--- src/rtl/fp_mult_iter_if.sv ---
// ---------------------------------------------------------------------------
// fp_mult_iter_if
// Handshake/data bundle for the iterative floating-point multiplier.
//   in_valid / in_ready  : operand handshake (a, b, rnd_mode qualified by it)
//   a, b                 : {sign, exponent, fraction} operands, W bits each
//   rnd_mode             : 0 = round-to-nearest-even, 1 = truncate
//   out_valid / out_ready: result handshake
//   result               : product, W bits
//   flags                : {nan, inf, zero, overflow, underflow}
// master drives operands and out_ready; slave is the multiplier.
// ---------------------------------------------------------------------------
interface fp_mult_iter_if #(
  parameter int EW = 8,
  parameter int FW = 23
);
  localparam int W = 1 + EW + FW;

  logic         in_valid;
  logic         in_ready;
  logic [W-1:0] a;
  logic [W-1:0] b;
  logic         rnd_mode;
  logic         out_valid;
  logic         out_ready;
  logic [W-1:0] result;
  logic [4:0]   flags;

  modport master (
    output in_valid, a, b, rnd_mode, out_ready,
    input  in_ready, out_valid, result, flags
  );

  modport slave (
    input  in_valid, a, b, rnd_mode, out_ready,
    output in_ready, out_valid, result, flags
  );
endinterface

--- src/rtl/fp_mult_iter.sv ---
// ---------------------------------------------------------------------------
// fp_mult_iter
// Iterative IEEE-style multiplier: radix-4 Booth, one digit per cycle.
// Ports:
//   clk   : rising-edge clock
//   rst_n : asynchronous active-low reset
//   bus   : fp_mult_iter_if.slave (operand/result handshakes, see interface)
// Flow: IDLE accepts an operand pair. Special operands (zero/denormal, inf,
// NaN) resolve straight to DONE. Normal*normal runs N Booth cycles, one
// NORM cycle (normalise, round, range check) and then waits in DONE until
// the consumer takes the result.
// ---------------------------------------------------------------------------
module fp_mult_iter #(
  parameter int EW = 8,
  parameter int FW = 23
) (
  input  logic          clk,
  input  logic          rst_n,
  fp_mult_iter_if.slave bus
);

  localparam int W    = 1 + EW + FW;
  localparam int MW   = FW + 1;             // mantissa with hidden bit
  localparam int N    = (FW + 3) / 2;       // Booth digits
  localparam int H    = MW + 3;             // signed high accumulator part
  localparam int AW   = H + 2 * N + 1;      // {high, multiplier, prev bit}
  localparam int PW   = 2 * MW;             // product width
  localparam int CW   = (N > 1) ? $clog2(N) : 1;
  localparam int EXW  = EW + 2;             // exponent math never wraps
  localparam int BIAS = (1 << (EW - 1)) - 1;

  localparam logic [CW-1:0]         CNT_LAST = CW'(N - 1);
  localparam logic signed [EXW-1:0] EXP_SAT  = EXW'((1 << EW) - 1);
  localparam logic signed [EXW-1:0] EXP_ZERO = {EXW{1'b0}};
  localparam logic [W-1:0]          QNAN     = {1'b0, {EW{1'b1}}, 1'b1, {(FW-1){1'b0}}};

  typedef enum logic [1:0] {
    ST_IDLE  = 2'd0,
    ST_BOOTH = 2'd1,
    ST_NORM  = 2'd2,
    ST_DONE  = 2'd3
  } state_t;

  state_t                  r_state;
  logic [CW-1:0]           r_cnt;
  logic [AW-1:0]           r_acc;
  logic [MW-1:0]           r_mcand;
  logic signed [EXW-1:0]   r_exp;
  logic                    r_sign;
  logic                    r_rnd;
  logic [W-1:0]            r_result;
  logic [4:0]              r_flags;
  logic                    r_out_valid;

  // ---------------- operand classification (at the accepting edge) -------
  logic [EW-1:0] w_ea, w_eb;
  logic [FW-1:0] w_fa, w_fb;
  logic          w_sign;
  logic          w_a_zero, w_a_inf, w_a_nan;
  logic          w_b_zero, w_b_inf, w_b_nan;
  logic          w_special;

  assign w_ea      = bus.a[W-2:FW];
  assign w_fa      = bus.a[FW-1:0];
  assign w_eb      = bus.b[W-2:FW];
  assign w_fb      = bus.b[FW-1:0];
  assign w_sign    = bus.a[W-1] ^ bus.b[W-1];
  // Denormals have a zero exponent and are flushed to zero.
  assign w_a_zero  = (w_ea == {EW{1'b0}});
  assign w_a_inf   = (w_ea == {EW{1'b1}}) && (w_fa == {FW{1'b0}});
  assign w_a_nan   = (w_ea == {EW{1'b1}}) && (w_fa != {FW{1'b0}});
  assign w_b_zero  = (w_eb == {EW{1'b0}});
  assign w_b_inf   = (w_eb == {EW{1'b1}}) && (w_fb == {FW{1'b0}});
  assign w_b_nan   = (w_eb == {EW{1'b1}}) && (w_fb != {FW{1'b0}});
  assign w_special = w_a_zero | w_a_inf | w_a_nan | w_b_zero | w_b_inf | w_b_nan;

  logic [W-1:0] w_sp_result;
  logic [4:0]   w_sp_flags;

  // Result for operand pairs that bypass the Booth datapath.
  always_comb begin
    w_sp_result = {W{1'b0}};
    w_sp_flags  = 5'b00000;
    if (w_a_nan || w_b_nan || (w_a_inf && w_b_zero) || (w_a_zero && w_b_inf)) begin
      w_sp_result = QNAN;
      w_sp_flags  = 5'b10000;
    end else if (w_a_inf || w_b_inf) begin
      w_sp_result = {w_sign, {EW{1'b1}}, {FW{1'b0}}};
      w_sp_flags  = 5'b01000;
    end else begin
      w_sp_result = {w_sign, {(EW+FW){1'b0}}};
      w_sp_flags  = 5'b00100;
    end
  end

  logic signed [EXW-1:0] w_exp_sum;
  logic [AW-1:0]         w_acc_init;

  assign w_exp_sum  = $signed({2'b00, w_ea}) + $signed({2'b00, w_eb}) - $signed(EXW'(BIAS));
  // Multiplier {1,Fa} zero-extended to 2N bits, with an implicit 0 below it.
  assign w_acc_init = {{H{1'b0}}, {(2*N-MW){1'b0}}, 1'b1, w_fa, 1'b0};

  // ---------------- Booth step ------------------------------------------
  logic [2:0]            w_digit;
  logic [H-1:0]          w_m1, w_m2, w_pp, w_hi_sum;
  logic signed [AW-1:0]  w_acc_sum;
  logic [AW-1:0]         w_acc_shift;

  assign w_digit = r_acc[2:0];
  assign w_m1    = {{(H-MW){1'b0}}, r_mcand};
  assign w_m2    = {w_m1[H-2:0], 1'b0};

  // Partial product selected by the current radix-4 Booth digit.
  always_comb begin
    w_pp = {H{1'b0}};
    case (w_digit)
      3'b001, 3'b010: w_pp = w_m1;
      3'b011:         w_pp = w_m2;
      3'b100:         w_pp = -w_m2;
      3'b101, 3'b110: w_pp = -w_m1;
      default:        w_pp = {H{1'b0}};
    endcase
  end

  assign w_hi_sum    = r_acc[AW-1:2*N+1] + w_pp;
  assign w_acc_sum   = {w_hi_sum, r_acc[2*N:0]};
  assign w_acc_shift = w_acc_sum >>> 2;

  // ---------------- normalise / round -----------------------------------
  logic [PW-1:0]         w_prod;
  logic                  w_norm;
  logic [MW-1:0]         w_mant;
  logic                  w_guard, w_sticky, w_round_up, w_rnd_carry;
  logic [MW:0]           w_mant_rnd;
  logic [FW-1:0]         w_frac;
  logic signed [EXW-1:0] w_exp_fin;

  // After the last step the product sits just above the spent prev bit.
  assign w_prod = r_acc[PW:1];
  assign w_norm = w_prod[PW-1];

  // Pick mantissa, guard and sticky for a product in [1,2) or [2,4).
  always_comb begin
    w_mant   = {MW{1'b0}};
    w_guard  = 1'b0;
    w_sticky = 1'b0;
    if (w_norm) begin
      w_mant   = w_prod[PW-1:FW+1];
      w_guard  = w_prod[FW];
      w_sticky = |w_prod[FW-1:0];
    end else begin
      w_mant   = w_prod[PW-2:FW];
      w_guard  = w_prod[FW-1];
      w_sticky = |w_prod[FW-2:0];
    end
  end

  assign w_round_up  = ~r_rnd & w_guard & (w_sticky | w_mant[0]);
  assign w_mant_rnd  = {1'b0, w_mant} + {{MW{1'b0}}, w_round_up};
  assign w_rnd_carry = w_mant_rnd[MW];
  // A rounding carry leaves 1.000..; shifting it back keeps the fraction zero.
  assign w_frac      = w_rnd_carry ? w_mant_rnd[FW:1] : w_mant_rnd[FW-1:0];
  assign w_exp_fin   = r_exp + $signed({{(EXW-1){1'b0}}, w_norm})
                             + $signed({{(EXW-1){1'b0}}, w_rnd_carry});

  logic [W-1:0] w_nm_result;
  logic [4:0]   w_nm_flags;

  // Range check of the final exponent: saturate to inf or flush to zero.
  always_comb begin
    w_nm_result = {W{1'b0}};
    w_nm_flags  = 5'b00000;
    if (w_exp_fin >= EXP_SAT) begin
      w_nm_result = {r_sign, {EW{1'b1}}, {FW{1'b0}}};
      w_nm_flags  = 5'b01010;
    end else if (w_exp_fin <= EXP_ZERO) begin
      w_nm_result = {r_sign, {(EW+FW){1'b0}}};
      w_nm_flags  = 5'b00101;
    end else begin
      w_nm_result = {r_sign, w_exp_fin[EW-1:0], w_frac};
      w_nm_flags  = 5'b00000;
    end
  end

  // Control FSM with all datapath registers and registered outputs.
  always_ff @(posedge clk or negedge rst_n) begin
    if (!rst_n) begin
      r_state     <= ST_IDLE;
      r_cnt       <= {CW{1'b0}};
      r_acc       <= {AW{1'b0}};
      r_mcand     <= {MW{1'b0}};
      r_exp       <= {EXW{1'b0}};
      r_sign      <= 1'b0;
      r_rnd       <= 1'b0;
      r_result    <= {W{1'b0}};
      r_flags     <= 5'b00000;
      r_out_valid <= 1'b0;
    end else begin
      case (r_state)
        ST_IDLE: begin
          if (bus.in_valid) begin
            r_sign  <= w_sign;
            r_rnd   <= bus.rnd_mode;
            r_exp   <= w_exp_sum;
            r_mcand <= {1'b1, w_fb};
            r_cnt   <= {CW{1'b0}};
            if (w_special) begin
              r_result    <= w_sp_result;
              r_flags     <= w_sp_flags;
              r_out_valid <= 1'b1;
              r_state     <= ST_DONE;
            end else begin
              r_acc   <= w_acc_init;
              r_state <= ST_BOOTH;
            end
          end
        end
        ST_BOOTH: begin
          r_acc <= w_acc_shift;
          if (r_cnt == CNT_LAST) begin
            r_cnt   <= {CW{1'b0}};
            r_state <= ST_NORM;
          end else begin
            r_cnt <= r_cnt + CW'(1'b1);
          end
        end
        ST_NORM: begin
          r_result    <= w_nm_result;
          r_flags     <= w_nm_flags;
          r_out_valid <= 1'b1;
          r_state     <= ST_DONE;
        end
        ST_DONE: begin
          if (bus.out_ready) begin
            r_out_valid <= 1'b0;
            r_state     <= ST_IDLE;
          end
        end
        default: begin
          r_state <= ST_IDLE;
        end
      endcase
    end
  end

  assign bus.in_ready  = (r_state == ST_IDLE);
  assign bus.out_valid = r_out_valid;
  assign bus.result    = r_result;
  assign bus.flags     = r_flags;

endmodule

--- src/flat_wrapper.sv ---
// flat-port wrapper written by rule: the top's interface ports become plain ports
module fp_mult_iter_flat 
#(
  parameter int EW = 8,
  parameter int FW = 23
)
  (clk, rst_n, bus_in_valid, bus_a, bus_b, bus_rnd_mode, bus_out_ready, bus_in_ready, bus_out_valid, bus_result, bus_flags);
  fp_mult_iter_if #(.EW(EW), .FW(FW)) bus_i ();
  input  logic clk;
  input  logic rst_n;
  input wire logic [$bits(bus_i.in_valid)-1:0] bus_in_valid;
  input wire logic [$bits(bus_i.a)-1:0] bus_a;
  input wire logic [$bits(bus_i.b)-1:0] bus_b;
  input wire logic [$bits(bus_i.rnd_mode)-1:0] bus_rnd_mode;
  input wire logic [$bits(bus_i.out_ready)-1:0] bus_out_ready;
  output wire logic [$bits(bus_i.in_ready)-1:0] bus_in_ready;
  output wire logic [$bits(bus_i.out_valid)-1:0] bus_out_valid;
  output wire logic [$bits(bus_i.result)-1:0] bus_result;
  output wire logic [$bits(bus_i.flags)-1:0] bus_flags;
  assign bus_i.in_valid = bus_in_valid;
  assign bus_i.a = bus_a;
  assign bus_i.b = bus_b;
  assign bus_i.rnd_mode = bus_rnd_mode;
  assign bus_i.out_ready = bus_out_ready;
  assign bus_in_ready = bus_i.in_ready;
  assign bus_out_valid = bus_i.out_valid;
  assign bus_result = bus_i.result;
  assign bus_flags = bus_i.flags;
  fp_mult_iter #(.EW(EW), .FW(FW)) u_core (.clk(clk), .rst_n(rst_n), .bus(bus_i));
endmodule
--- config.mk ---
export PLATFORM = sky130hd
export DESIGN_NAME = fp_mult_iter_flat
export DESIGN_NICKNAME = d
export VERILOG_FILES = /design/src/rtl/fp_mult_iter_if.sv /design/src/rtl/fp_mult_iter.sv /design/src/flat_wrapper.sv
export SDC_FILE = /design/constraint.sdc
export NUM_CORES = 1
export LEC_CHECK = 0
export CELL_PAD_IN_SITES_DETAIL_PLACEMENT = 0
export CELL_PAD_IN_SITES_GLOBAL_PLACEMENT = 1
export CORE_UTILIZATION = 47
export DETAILED_ROUTE_END_ITERATION = 8
export PLACE_DENSITY = 0.83
export RECOVER_POWER = 100
export SLEW_MARGIN = 30
export SYNTH_ARGS = -nofsm -noshare
export SYNTH_HDL_FRONTEND = slang
export SYNTH_SLANG_ARGS = --single-unit
--- constraint.sdc ---
create_clock -name clk -period 16.65 [get_ports clk]
set_clock_uncertainty 0.15 [all_clocks]
set_input_delay 4.995 -clock clk [delete_from_list [all_inputs] [get_ports clk]]
set_output_delay 4.995 -clock clk [all_outputs]
set_load 0.01 [all_outputs]
# Word-level counts from Yosys, hierarchy flattened
# Index checks and enable logic that the tools add are counted.
# W data, S select, Z words.
# op_classes
addsub	9
order_cmp	2
n_eq_ne	17
mux	34
n_bitwise	10
reduce_logical	30
# ops
cell	n
$mux W54	2
$pmux W27 S4	1
$pmux W54 S2	1
$mux W32	3
$mux W31	3
$pmux W32 S2	1
$logic_not A23 Y1	2
$reduce_bool A23 Y1	2
$add A27 B27 Y27	1
$neg A24 Y27	1
$neg A25 Y27	1
$add A24 B1 Y25	1
$mux W24	1
$mux W23	1
$reduce_or A23 Y1	1
$reduce_or A22 Y1	1
$add A10 B2 Y10	2
$mux W5	4
$eq A8 B8 Y1 const B	2
$logic_not A8 Y1	2
$mux W4	3
$ge A10 B9 Y1 const B	1
$le A10 B1 Y1 const B	1
$pmux W5 S2	1
other kinds (30)	63
# totals
regBits	134
inputBits	69
elab_cells	112

# Logic depth before layout (Yosys ltp)
# Gate-level depths: netlist (run 1).
# depth
word_depth	10
depth_mapped	25
depth_no_buf	19

# Least setup slack after synthesis (run 1)
# Ideal clock, no wire load.
# synth_path
kind	in2reg
from	input port bus_b[23]
to	register u_core.r_exp[7]
arrival_time_ns	7.300
t_required_ns	16.375
path_slack_ns	9.076
path_stages	10
n_path_buf	0
cell_sequence	ha_1 fa_1 a21o_1 a21oi_1 xnor2_1 nand2_1 a2111o_1 or3_1 xnor2_1 mux2_2
# synth_between
elab_chain_len	2
# synth_rtl
element	line	source
start: declaration	flat_wrapper.sv:13	input wire logic [$bits(bus_i.b)-1:0] bus_b;
$add A8 B8 Y9	fp_mult_iter.sv:99	assign w_exp_sum = $signed({2'b00, w_ea}) + $signed({2'b00, w_eb}) - $signed(EXW'(BIAS));
$sub A10 B8 Y10	fp_mult_iter.sv:99	
end signal: assignment	fp_mult_iter.sv:192	r_exp <= {EXW{1'b0}};
end signal: assignment	fp_mult_iter.sv:204	r_exp <= w_exp_sum;
end: declaration	fp_mult_iter.sv:48	logic signed [EXW-1:0] r_exp;
# No other way between the ends.
# A chain may end at the register's enable or synchronous reset.

# Worst setup path after layout (run 1)
# layout_path
from	input port bus_in_valid
to	register u_core.r_acc[52]
# layout_between
elab_chain_len	2
# layout_rtl
element	line	source
start: declaration	flat_wrapper.sv:11	input wire logic [$bits(bus_i.in_valid)-1:0] bus_in_valid;
$ne A2 B2 Y1 (no line)	--	
$reduce_and A3 Y1 (no line)	--	
end signal: assignment	fp_mult_iter.sv:190	r_acc <= {AW{1'b0}};
end signal: assignment	fp_mult_iter.sv:213	r_acc <= w_acc_init;
end signal: assignment	fp_mult_iter.sv:219	r_acc <= w_acc_shift;
end: declaration	fp_mult_iter.sv:46	logic [AW-1:0] r_acc;
# No other way between the ends.

==> results.toml, run 1 <==
[outcome]
status = "finished with violations"
violations = "max-capacitance violations, max-slew violations"

[cts]
ctsHoldBuffers = 0
htreeDepth = 4
post_cts_buffers = 0
cts_sinks = 132
clock_path_buffers = 2
cts_buffers = 17
cts_tree = "done"
cts-root-buf = "clkbuf_16"
clkTransAtPathRegs_ns = 0.06
cts_resized = 0
clk_latency_ns = 0.43

[drt]
drt_iter0_markers = 535
avgViaCountPerCell = 5.863
first_pass_iters = 5
drtAntennaViolNets = 0
wl_um = 27440
num_vias = 9533
wl_per_cell_um = 16.87
drc = 0

[pwr]
power.total_mw = 2.315
p_per_area_nw_per_um2 = 188.0
vdd_drop_max_mv = 0.09251
p_leak_nw = 5.175

[layout]
syn_to_final_growth_pct = 17.91
final_nets = 1450
final_area_um2 = 12310
drive_above_1_share_pct = 7.429
instances_no_fill = 1626
diodes = 0

[grt]
grt_pass1_wl_um = 45370
grtUsageTotal_pct = 25.10
grt_start_max_net_pins = 81
grt_pass1_vias = 8872
antenna_found_initial = 0
grt_remaining_overflow = 0

[logic_synthesis]
synth.area.mux_share_pct = 9.274
postSynth.asyncResetShare_pct = 100.0
avgSynthCellArea_um2 = 8.268
seq_area_frac_synth_pct = 31.63
yosys.area_share.adder_pct = 5.895
ys.warnings.count = 0
syn_inst = 1263
netlist_area_um2 = 10440
synth-compound-area-share_pct = 19.97
synth_top_family_by_area = "simple AND/OR/NAND/NOR gates"
syn_nets = 1380
synth-seq-cells = 132
synth_xor_area_share_pct = 7.549
netlist-cell-type-count = 75
synth-simple-area-share_pct = 21.99
synthFlopType = "dfrtp_1"
synth_edf_count = 0

[timing]
rsz0062_at_grt = "false"
tns_ns = 0
timing.final.ws_setup_ns = 6.518
report.final.hold_viol_count = 0
setup_violations = 0
timing.fmax_mhz = 98.70
period_needed_ns = 10.13
worst_pin_slew_ns = 2.848
period_share_pct = 60.85
timing.slew.headroom_pct = -89.84
slew_viol_final = 204

[floorplanning]
start_util_pct = 47.85
rows = 54
coreArea_um2 = 21820
dieHeight_um = 151.1
dieArea_um2 = 22820
dieWidth_um = 151.1
io_pins = 108

[setup_path]
cp_slowest_cell = "clkbuf_1"
end_kind = "flip-flop"
rrSetupSlack_ns = 10.59
crit_type = "in2reg"
critPathMaxFanout = 58
path_cells = "dlygate4sd3_1 -> nand2_1 -> o22ai_4 -> clkbuf_1 -> nand2_1 -> or4_1 -> o211ai_1"
max_stage_delay_ns = 1.64
cp.required_ns = 16.84
critPathLaunchType = "input pin"
arrival_ns = 10.32
path_common_cell = "nand2_1"

[job]
max_cap_viol_count = 4

[hold_path]
hp-class = "reg2reg"

[placement]
postPlaceCellArea_um2 = 11740
dp_cells = 1594
dp_hpwl_um = 20490
preCtsSetupSlack_ns = 8.128
place_congestion = 0.8846
place.port_buffers = 107
## state kept, by name (all words and copies together), names as in the netlist
signal	cells
u_core.r_state	2
u_core.bus.result	32
u_core.r_exp	10
u_core.r_cnt	4
u_core.r_sign	1
u_core.r_rnd	1
u_core.r_acc	52
u_core.bus.out_valid	1
u_core.bus.flags	5
u_core.r_mcand	24
## power by group
group	switching, mW	total, mW	internal, mW
combinational	0.732	1.30	0.567
clock	0.153	0.391	0.237
sequential	0.183	0.624	0.442
total	1.07	2.31	1.25
## final timing paths
kind,from,end,depth (start not counted)
max,bus_in_valid,u_core.r_acc[52],7
min,u_core.bus.result[13],u_core.bus.result[13],2
max reg2reg,u_core.r_state[1],u_core.r_acc[52],8
min reg2reg,u_core.bus.result[13],u_core.bus.result[13],2
max in group asynchronous,rst_n,u_core.r_acc[48],2
min in group asynchronous,rst_n,u_core.r_acc[16],1
## logic make-up (layout without fill, tap and decap cells)
| kind of cell | Yosys count | after routing |
|---|---|---|
| AO/OA/AOI/OAI | 325 | 325 |
| XOR/XNOR | 90 | 90 |
| adder cells (fa/ha/maj) | 48 | 48 |
| buffers and inverters | 100 | 183 |
| flip-flops | 132 | 132 |
| multiplexers | 92 | 92 |
| AND/OR/NAND/NOR | 476 | 476 |
## Yosys cell counts (20+ instances only)
master | instances | area (um^2)
nand2_1 | 152 | 570.6
dfrtp_1 | 132 | 3303
nor2_1 | 104 | 390.4
o21ai_0 | 88 | 440.4
a21oi_1 | 80 | 400.4
clkbuf_1 | 58 | 217.7
mux2i_1 | 54 | 540.5
xnor2_1 | 53 | 464.2
nand3_1 | 50 | 250.2
ha_1 | 46 | 575.6
mux2_2 | 38 | 427.9
xor2_1 | 37 | 324.1
nor3_1 | 31 | 155.2
inv_1 | 29 | 108.9
nor4_1 | 27 | 168.9
nand4_1 | 21 | 131.4
nand2b_1 | 20 | 125.1
## layout make-up
class,instances,area (um^2)
Sequential cell,132,3304
Inverter,30,112.6
Timing Repair Buffer,121,1162
Fill cell,2040,9510
Tap cell,280,350.3
Clock buffer,18,429.2
Clock inverter,14,175.2
Multi-Input combinational cell,1031,6779
## per-stage QoR
| stage | utilization (%) | hold WS, ns |
|---|---|---|
| after floorplan | - | 0.3036 |
| after global placement | 53.77 | 0.3110 |
| final | 56.42 | 0.3159 |
| after detailed placement | 53.79 | 0.3156 |
| after CTS | 56.56 | 0.3292 |
| after global routing | 56.42 | 0.3516 |
## cells in the final DEF, fill, tap and decap left out, drive strengths merged, types with 37 or more instances in the layout
cell | synthesis | routed
nand2 | 152 | 152
dfrtp | 132 | 132
nor2 | 104 | 104
o21ai | 89 | 89
a21oi | 81 | 81
clkdlybuf4s50 | 0 | 64
mux2i | 54 | 54
xnor2 | 53 | 53
nand3 | 50 | 50
ha | 46 | 46
dlygate4sd3 | 0 | 42
mux2 | 38 | 38
xor2 | 37 | 37
## critical path, delay by kind of cell
family	cells	cell delay, ns
compound gates	2	0.53
buf+inv	2	2.37
simple gates	3	2.40
## per-layer routing
layer	part of all wire (%)	GRT usage, %	vias to the layer above
met2	46	40.62	245
met1	48	35.32	4516
met4	1.0	6.150	0
met5	0	0	-
met3	4.3	3.253	19
li1	-	-	4753
(Power assumes the default switching activity.)
==> run 2, diff against run 1 <==
CORE_UTILIZATION = 40   (was 47)
PLACE_DENSITY = 0.74   (was 0.83)
clock period = 9.2 ns   (was 16.65 ns; I/O delays follow)
==> run 2 against run 1 <==
Net effect:
- the run still ends with max-capacitance violations, max-slew violations left
- largest power group unchanged
- highest routed layer unchanged
- sequential power increased by 79%
- sequential share of layout area down 0.24 points
- via count is 1.1% lower
==> results.toml, run 2 (synthesis gave the netlist of run 1 again) <==
[cts]
cts_tree = "done"
ctsHoldBuffers = 0
cts_buffers = 17
clock_path_buffers = 2
cts_resized = 0
htreeDepth = 4
post_cts_buffers = 0
cts_sinks = 132
clk_latency_ns = 0.43
clkTransAtPathRegs_ns = 0.06
cts-root-buf = "clkbuf_16"

[grt]
grt_pass1_vias = 8893
antenna_found_initial = 0
grt_use_met3_pct = 2.819
grt-busiest-layer = "met2"
grtUsageTotal_pct = 21.80
grt_pass1_wl_um = 46630
grt_start_max_net_pins = 68
grt_remaining_overflow = 0
use_met2_pct = 35.65
grt_use_met1_pct = 30.55

[hold_path]
hp-class = "reg2reg"

[pwr]
power.net_switching_mw = 1.930
clkPwrFrac_pct = 17.1
combPwrFrac_pct = 56.2
seq_power_share_pct = 26.6
netSwitchingFraction_pct = 46.04
p_int_mw = 2.262
vdd_drop_max_mv = 0.1521
power.total_mw = 4.191
p_per_area_nw_per_um2 = 337.4
p_leak_nw = 5.193

[floorplanning]
coreArea_um2 = 25400
dieArea_um2 = 26760
rows = 58
dieWidth_um = 163.6
start_util_pct = 41.11
dieHeight_um = 163.6
io_pins = 108

[placement]
dp_hpwl_um = 20890
place.port_buffers = 107
place_congestion = 0.8476
preCtsSetupSlack_ns = 2.895

[setup_path]
path_cells = "dlygate4sd3_1 -> nand4_1 -> nor2_1 -> nand4bb_1 -> a31oi_4 -> clkbuf_1 -> nand2b_1 -> or4b_1 -> o311ai_0"
crit_type = "in2reg"
crit_family = "buffers and inverters"
critPathLaunchType = "input pin"
end_kind = "flip-flop"
cp.required_ns = 9.31
critPathBufInv = 2
max_stage_delay_ns = 1.32
cp_slowest_cell = "clkbuf_1"
arrival_ns = 6.70
critPathMaxFanout = 43

[timing]
report.final.hold_viol_count = 0
rsz0062_at_grt = "false"
slew_viol_final = 192
whs_ns = 0.3182
worst_pin_slew_ns = 3.534
timing.slew.headroom_pct = -135.6
timing.final.ws_setup_ns = 2.613
period_needed_ns = 6.587
timing.fmax_mhz = 151.8
tns_ns = 0
period_share_pct = 71.60
setup_violations = 0

[drt]
wl_um = 28030
first_pass_iters = 5
avgViaCountPerCell = 5.621
num_vias = 9427
drc = 0
wl_per_cell_um = 16.71
drt_iter0_markers = 645
drtAntennaViolNets = 0

[layout]
fin_util_pct = 48.91
syn_to_final_growth_pct = 18.96
top_register = "u_core.r_acc"
final_cell_mix = "152 x nand2_1, 131 x dfrtp_1, 103 x nor2_1, 88 x o21ai_0, 80 x a21oi_1"
diodes = 0
final_common_cell = "nand2_1"
largest_reg_flops = 52
drive_above_1_share_pct = 7.647
final_nets = 1451

[outcome]
violations = "max-capacitance violations, max-slew violations"
status = "finished with violations"

[job]
max_cap_viol_count = 4
-- run 2: metal layers --
layer | vias to the layer above | wire length [um]
met5 | - | 0
met4 | 0 | 250
met3 | 20 | 770
met2 | 160 | 12950
met1 | 4484 | 14050
li1 | 4763 | -
-- run 2: worst min-delay path, cell delays in order, from the launching register on --
cell,delay [ns]
dfrtp_1,0.34
nand2_1,0.05
nand2_1,0.05
-- run 2: power groups by stage --
stage,registers [mW],logic [mW],clock network (mW)
global placement,1.12,2.35,0
global route,1.16,2.65,0.753
CTS,1.11,2.37,0.733
finish,1.12,2.36,0.717
floorplan,0.987,1.85,0
detailed placement,1.12,2.36,0
-- run 2: cell type report --
cell class                      count  area, um^2
Clock buffer                       19       442.9
Multi-Input combinational cell   1031        6790
Sequential cell                   132        3304
Tap cell                          330       412.9
Clock inverter                     13       172.7
Timing Repair Buffer              122        1186
Fill cell                        2543       12980
Inverter                           30       112.6
-- run 2: path summary, 6_finish.rpt --
path                                     start               endpoint  slack (ns)  cells after the start
hold / removal             u_core.bus.flags[4]    u_core.bus.flags[4]        0.32                      2
max in group asynchronous                rst_n   u_core.bus.result[7]        2.95                      3
setup reg to reg              u_core.r_acc[48]  u_core.bus.result[22]        3.25                     19
hold reg to reg            u_core.bus.flags[4]    u_core.bus.flags[4]        0.32                      2
setup / recovery                     bus_b[24]  u_core.bus.result[22]        2.61                      9
min in group asynchronous                rst_n       u_core.r_acc[13]        3.38                      1
-- run 2: through the flow --
| step | cells | instance area, um^2 |
|---|---|---|
| after global placement | 1644 | 11800 |
| after detailed placement | 1644 | 11800 |
| after global routing | 1677 | 12420 |
| after CTS | 1676 | 12410 |
| final | 1677 | 12420 |
| after floorplan | 1263 | 10440 |
